$ cat config.mk
export PLATFORM = sky130hd
export DESIGN_NAME = str_interp
export DESIGN_NICKNAME = d
export VERILOG_FILES = /design/src/rtl/str_pkg.sv /design/src/rtl/mod_counter.sv /design/src/rtl/str_interp.sv
export SDC_FILE = /design/constraint.sdc
export NUM_CORES = 1
export LEC_CHECK = 0
export BUFFER_PORTS_ARGS = -buffer_cell sky130_fd_sc_hd__clkbuf_2
export CORE_MARGIN = 2
export CORE_UTILIZATION = 50
export DETAILED_ROUTE_END_ITERATION = 8
export PLACE_DENSITY = 0.82
export SLEW_MARGIN = 20
export SYNTH_ARGS = -nofsm -noshare
export SYNTH_HDL_FRONTEND = slang
export SYNTH_SLANG_ARGS = --single-unit
$ cat constraint.sdc
create_clock -name clk -period 3.1 [get_ports clk]
set_input_delay 0.465 -clock clk [delete_from_list [all_inputs] [get_ports clk]]
set_output_delay 0.465 -clock clk [all_outputs]
set_load 0.05 [all_outputs]
$ cat src/rtl/str_pkg.sv
// Shared types and helpers for the stream-chain blocks (decimator/interpolator family).
package str_pkg;

    typedef enum logic {ZERO_STUFF, HOLD} interp_mode_e;

    function automatic int cnt_w(input int n);
        return (n > 1) ? $clog2(n) : 1;
    endfunction

endpackage

$ cat src/rtl/mod_counter.sv
// Modulo-N counter with async active-low reset, synchronous clear and wrap on en & last.
module mod_counter
    import str_pkg::*;
#(
    parameter int N = 5
) (
    input  logic                clk,
    input  logic                rst_n,
    input  logic                en,
    input  logic                clr,
    output logic [cnt_w(N)-1:0] cnt,
    output logic                last
);

    localparam int            CW    = cnt_w(N);
    localparam logic [CW-1:0] LASTV = CW'(N - 1);

    logic [CW-1:0] r_cnt;

    always_ff @(posedge clk or negedge rst_n) begin
        if (!rst_n) begin
            r_cnt <= '0;
        end else if (clr) begin
            r_cnt <= '0;
        end else if (en) begin
            r_cnt <= last ? '0 : r_cnt + CW'(1);
        end
    end

    assign cnt  = r_cnt;
    assign last = (r_cnt == LASTV);

endmodule

$ cat src/rtl/str_interp.sv
// Streaming integer interpolator: each accepted sample becomes INTERP output beats,
// zero-stuffed or held, with zero-bubble back-to-back groups.
module str_interp
    import str_pkg::*;
#(
    parameter int           DW     = 10,
    parameter int           INTERP = 5,
    parameter interp_mode_e MODE   = ZERO_STUFF
) (
    input  logic          clk,
    input  logic          rst_n,
    input  logic [DW-1:0] in,
    input  logic          ivalid,
    output logic          iready,
    output logic [DW-1:0] out,
    output logic          ovalid,
    input  logic          oready,
    output logic          ofirst,
    output logic          olast
);

    if (INTERP < 1) begin : g_bad_interp
        $error("str_interp: INTERP must be >= 1");
    end

    localparam int CW = cnt_w(INTERP);

    logic          r_busy;
    logic [DW-1:0] r_cur;
    logic [CW-1:0] w_phase;
    logic          w_last;
    logic          w_first;
    logic          w_ish;
    logic          w_osh;

    // Phase advances on every output handshake and wraps after the last beat;
    // a fresh group from idle forces it back to 0.
    mod_counter #(.N(INTERP)) u_phase (
        .clk   (clk),
        .rst_n (rst_n),
        .en    (w_osh),
        .clr   (w_ish & ~r_busy),
        .cnt   (w_phase),
        .last  (w_last)
    );

    assign w_osh  = r_busy & oready;
    assign iready = ~r_busy | (w_osh & w_last);
    assign w_ish  = ivalid & iready;

    // A new sample is only accepted when idle or as the last beat leaves,
    // so cur can load on every input handshake.
    always_ff @(posedge clk or negedge rst_n) begin
        if (!rst_n) begin
            r_busy <= 1'b0;
            r_cur  <= '0;
        end else begin
            if (w_osh & w_last) begin
                r_busy <= w_ish;
            end else if (w_ish) begin
                r_busy <= 1'b1;
            end
            if (w_ish) begin
                r_cur <= in;
            end
        end
    end

    always_comb begin
        w_first = (w_phase == '0);
        out     = (w_first || MODE == HOLD) ? r_cur : '0;
        ovalid  = r_busy;
        ofirst  = r_busy & w_first;
        olast   = r_busy & w_last;
    end

endmodule

==> flow_metrics.tcl, run 1 <==
set metrics [dict create \
    core-area_mm2 0.00133 \
    dp_hpwl_um 1090 \
    ys_warn_count 0 \
    finalMaxSlewViolations 0 \
    cp.buffers_inverters 2 \
    grt_use_total_pct 18.6 \
    cp_slowest_stage_delay_ps 430 \
    syn_inst 58 \
    clk_latency_ps 280 \
    area_delta_synth_final_pct 24.1 \
    timing.final.crit_share_pct 70.2 \
    drive_gt1_share_pct 52.9 \
    synth_compound_area_share_pct 5.52 \
    finalWirelength_um 1480 \
    powerDensity_mw_per_mm2 1150 \
    vias_per_cell 5.41 \
    gr-usage-met3_pct 5.17 \
    cts.repair.resized 0 \
    ys_seq_elements 14 \
    max-slew-margin-rel_pct 45.0 \
    power.share.sequential_pct 31.5 \
    cts-htree-levels 1 \
    layout_common_cells "clkbuf_2, dfrtp_1, and2_1" \
    wire_per_inst_um 14.5 \
    pwr-share-comb_pct 55.9 \
    cp_max_fo 11 \
    diodes 0 \
    clock_sinks 14 \
    cts_hold_buf 0 \
    clkPwrFrac_pct 12.6 \
    crit_arrival_ps 1710 \
    rsz0062_at_grt "no" \
    p_int_uw 551 \
    vias 552 \
    start_util_pct 54.4 \
    outcome "complete, no violations" \
    dieArea_mm2 0.00177 \
    vdd_drop_max_mv 0.587 \
    met1_usage_pct 22.9 \
    globalplace.congestion 0.871 \
    cts_tree "yes" \
    synthAdderAreaFrac_pct 3.45 \
    rows 13 \
    cap_violations 0 \
    ys_seq_area_share_pct 48.3 \
    fill_cells 104 \
    drc 0 \
    p_leak_uw 0.000473 \
    worst_hold_path_type "in -> async" \
    grt_max_degree 15 \
    syn-mean-instance-area_um2 12.5 \
    cp-start-kind "flop" \
    utilization_pct 67.5 \
    grt_pass1_wl_um 2490 \
    numPortBuffers 27 \
    first_global_vias 534 \
    drt_iter0_drc 11 \
    cp.required_ps 2630 \
    io_pins 28 \
    die-width_um 42.1 \
    skew_ps 6.34 \
    postRouteAntennaNets 0 \
    netlist_area_um2 726 \
    setup_viol 0 \
    path_class "reg -> out" \
    fmax_mhz 459 \
    hold_slack_ps 75.4 \
    hold_viol 0 \
    antenna_found_initial 0 \
    path_clk_slew_ps 90 \
    layout_setup_ws_ps 923 \
    crit_family "flip-flops" \
    synth_cell_types 19 \
    cp-end-kind "output port" \
    dp_slack_ps 1160 \
    clockRootBuffer "clkbuf_4" \
    p_sw_uw 486 \
    synth_top_family_by_area "multiplexers" \
    yosys.area_share.simple_pct 19.0 \
    numCtsBuffers 3 \
    syn_nets 74 \
    muxShareOfSynthArea_pct 20.7 \
    path_cells "inv_1 > ha_1 > and2b_2 > and2_1 > clkbuf_2" \
    synth_xor_area_share_pct 0 \
    swShare_pct 46.9 \
    layout.nets 104 \
    final_common_cell "clkbuf_2" \
    overflow 0 \
    dr.pass1.iters 4 \
    grt.busiest_layer "met2" \
    tightest_slew_ps 820 \
    cp_slowest_cell "dfrtp_1" \
    use_met2_pct 31.9 \
    cts_buffer_depth 2 \
    die_h_um 42.1 \
    period_minus_slack_ps 2180 \
    finalSetupTns_ps 0 \
    postCtsSetupBuffers 0 \
]
-- worst reg2reg max path, delay by kind of cell, from the launching register on --
| family | cells | cell delay, ps |
|---|---|---|
| and+or+nand+nor | 1 | 110 |
| buffers and inverters | 1 | 80 |
| AOI/OAI and AO/OA | 1 | 650 |
| adders and majority gates | 1 | 240 |
| muxes | 1 | 360 |
| DFF | 1 | 430 |
-- cell families after synthesis --
family,Yosys count
fa+ha+maj,2
flops,14
mux,10
compound gates,5
simple gates,23
buf+inv,4
-- cell type report --
cell class	instances	area (um2)	share of cell area (%)
clock buffer	4	36.3	4.03
sequential	14	350	38.9
tap	15	18.8	2.08
inverter	2	7.51	0.833
multi-input combinational	40	353	39.2
timing repair buffer	27	135	15.0
-- power by group through the flow --
stage          Clock (uW)  Sequential (uW)  Combinational [uW]
2_1_floorplan           0              314                 476
3_5_place_dp            0              326                 582
3_3_place_gp            0              321                 568
4_1_cts               135              325                 583
6_report              130              327                 579
5_1_grt               146              338                 610
-- flip-flops by register name, indices dropped and copies added (netlist names) --
| signal | count |
|---|---|
| r_cur | 10 |
| u_phase.cnt | 3 |
| ovalid | 1 |
-- routing by layer --
metal,vias to the layer above,wire length (um)
li1,257,-
met1,268,648
met2,22,728
met3,5,73
met4,0,31
met5,-,0
-- synth_stat cells, drive strengths merged --
| library cell | instances | share of area [%] |
|---|---|---|
| a211oi | 1 | 1.0 |
| o211ai | 1 | 1.0 |
| inv | 2 | 1.0 |
| mux2 | 10 | 21 |
| clkbuf | 1 | 0.52 |
| and3 | 1 | 1.0 |
| buf | 1 | 1.6 |
| nand2 | 3 | 1.6 |
| a21boi | 1 | 1.6 |
| ha | 2 | 3.4 |
| a31o | 1 | 1.2 |
| and2b | 1 | 1.2 |
| nor2 | 1 | 0.52 |
| dfrtp | 14 | 48 |
| and2 | 11 | 9.5 |
| o21ai | 1 | 0.69 |
| nand3 | 4 | 3.4 |
| nand2b | 2 | 1.7 |
-- stage by stage --
stage,cells,cell area (um2),total power [uW]
5_1_grt,102,901,1090
6_report,102,901,1040
3_3_place_gp,98,865,889
4_1_cts,102,901,1040
2_1_floorplan,58,726,790
3_5_place_dp,98,865,907
-- final timing paths --
kind / from / endpoint / slack [ps] / depth (start not counted)
worst max-delay path: u_phase.cnt[0]$_DFFE_PN0P_ / out[3] / 920 / 5
worst min-delay path: rst_n / r_cur[9]$_DFFE_PN0P_ / 80 / 1
worst max register to register: u_phase.cnt[0]$_DFFE_PN0P_ / r_cur[5]$_DFFE_PN0P_ / 1130 / 5
worst min register to register: r_cur[7]$_DFFE_PN0P_ / r_cur[7]$_DFFE_PN0P_ / 510 / 1
max in group asynchronous: rst_n / u_phase.cnt[1]$_DFFE_PN0P_ / 2760 / 1
min in group clk: ivalid / ovalid$_DFFE_PN0P_ / 410 / 2
Power figures use the tool's default switching activity.
==> run 2, diff against run 1 <==
Settings changed: CORE_UTILIZATION 50 to 42, PLACE_DENSITY 0.82 to 0.73.
Clock period 3.1 ns to 2 ns, I/O delays scaled along.
==> run 2 against run 1 <==
  * Wire length shrank 9.1%
  * Worst setup slack lost 800 ps
  * Cell area rose by 6.5%
  * Non-clock buffer count grew 2
  * Critical endpoint is now out[4]
  * Critical path type unchanged
  * Global-route usage decreased by 4.9 points
  * Largest cell class unchanged
  * Largest power group unchanged
  * Highest routed layer is now met3
==> flow_metrics.tcl, run 2 (synthesis gave the netlist of run 1 again) <==
set metrics [dict create \
    outcome "complete, no violations" \
    p_leak_uw 0.000492 \
    layout_common_cells "clkbuf_2, dfrtp_1, and2_1" \
    cp_max_fo 6 \
    cap_violations 0 \
    final_common_cell "clkbuf_2" \
    worstHoldPathCells 2 \
    dp_slack_ps 316 \
    vias_per_cell 4.80 \
    post_dp_cell_area_um2 875 \
    core-area_mm2 0.00167 \
    layout_setup_ws_ps 126 \
    area_delta_synth_final_pct 32.2 \
    first_global_vias 448 \
    postRouteAntennaNets 0 \
    diodes 0 \
    crit_arrival_ps 1570 \
    fill_cells 143 \
    finalSetupTns_ps 0 \
    grt_max_degree 15 \
    clk_latency_ps 280 \
    drc 0 \
    antenna_found_initial 0 \
    setup_viol 0 \
    cp-start-kind "flop" \
    overflow 0 \
    dr.pass1.iters 1 \
    finalWirelength_um 1350 \
    fin_total_pwr_uw 1680 \
    cts_tree "yes" \
    skew_ps 4.19 \
    fin_area_um2 960 \
    period_minus_slack_ps 1870 \
    dpl.cell_count 101 \
    io_pins 28 \
    hold_viol 0 \
    drive_gt1_share_pct 54.4 \
    finalMaxSlewViolations 0 \
    rows 15 \
    tightest_slew_ps 350 \
    cp-end-kind "output port" \
    cts_buffer_depth 2 \
    timing.final.crit_share_pct 93.7 \
    fmax_mhz 534 \
    clockRootBuffer "clkbuf_4" \
    max-slew-margin-rel_pct 76.7 \
    largest_register_ffs 10 \
    clock_sinks 14 \
    vdd_drop_max_mv 0.833 \
    cp.required_ps 1700 \
    powerDensity_mw_per_mm2 1750 \
    regArea_um2 350 \
    path_class "reg -> out" \
    dieArea_mm2 0.00208 \
    grt_pass1_wl_um 2000 \
    numPortBuffers 27 \
    grt_use_total_pct 13.7 \
    regMostFlops "r_cur" \
    rsz0062_at_grt "no" \
    wire_per_inst_um 12.6 \
    die_h_um 45.6 \
    rr_worst_depth 6 \
    die-width_um 45.6 \
    worst_hold_path_type "in -> reg" \
    drt_iter0_drc 0 \
    path_clk_slew_ps 80 \
    dp_hpwl_um 964 \
    postCtsSetupBuffers 0 \
    instances_no_fill 107 \
    start_util_pct 43.4 \
    vias 514 \
    numCtsBuffers 3 \
    reg2reg_setup_slack_ps 360 \
    cts-htree-levels 1 \
    globalplace.congestion 0.682 \
    multi_input_area_um2 364 \
    layout.nets 107 \
]
## run 2: cell types whose count changed in the layout (fill, tap and decap cells not counted), sizes merged
cell         delta
clkbuf          -5
and2b           +1
dlygate4sd3     +1
buf             +6
## run 2: layout make-up
type / count / share of cell area (%)
multi-input combinational: 41 / 37.9
sequential: 14 / 36.5
timing repair buffer: 29 / 18.8
clock buffer: 4 / 3.78
tap: 17 / 2.22
inverter: 2 / 0.782
## run 2: power by group
group | switching [uW] | internal [uW]
clock network | 95.3 | 111
logic | 576 | 398
registers | 82.7 | 413
total | 754 | 922
## run 2: metrics by stage
step | util (%) | hold WS (ps)
after floorplan | - | 4.41
after global placement | 52.4 | 219
after detailed placement | 52.4 | 221
after CTS | 55.7 | 228
after global routing | 57.5 | 239
final | 57.5 | 236
## run 2: timing repair
action | CTS | global route
hold buffers | 1 | 0
endpoints found under the hold margin | 14 | 0
pin swaps | 0 | 0
endpoints found under the setup margin | 4 | 11
gates cloned | 0 | 1
gates resized for setup | 4 | 21
## run 2: worst max-delay path: stages, from the launching register on
cell	delay, ps
dfrtp_1	420
inv_1	70
ha_2	230
and2b_2	220
and2_1	130
clkbuf_4	220
## run 2: routing by layer
layer | routed length [um] | GRT usage, % | share of wire, %
met3 | 100 | 5.95 | 7.4
met1 | 671 | 20.4 | 50
met5 | 0 | 0 | 0
met4 | 0 | 0 | 0
met2 | 574 | 19.7 | 43
## run 2: worst paths after layout
| path | end | startpoint |
|---|---|---|
| min in group asynchronous | r_cur[4]$_DFFE_PN0P_ | rst_n |
| setup / recovery | out[4] | u_phase.cnt[0]$_DFFE_PN0P_ |
| hold reg to reg | r_cur[9]$_DFFE_PN0P_ | r_cur[9]$_DFFE_PN0P_ |
| setup reg to reg | r_cur[5]$_DFFE_PN0P_ | u_phase.cnt[0]$_DFFE_PN0P_ |
| hold / removal | ovalid$_DFFE_PN0P_ | ivalid |
| max in group asynchronous | ovalid$_DFFE_PN0P_ | rst_n |
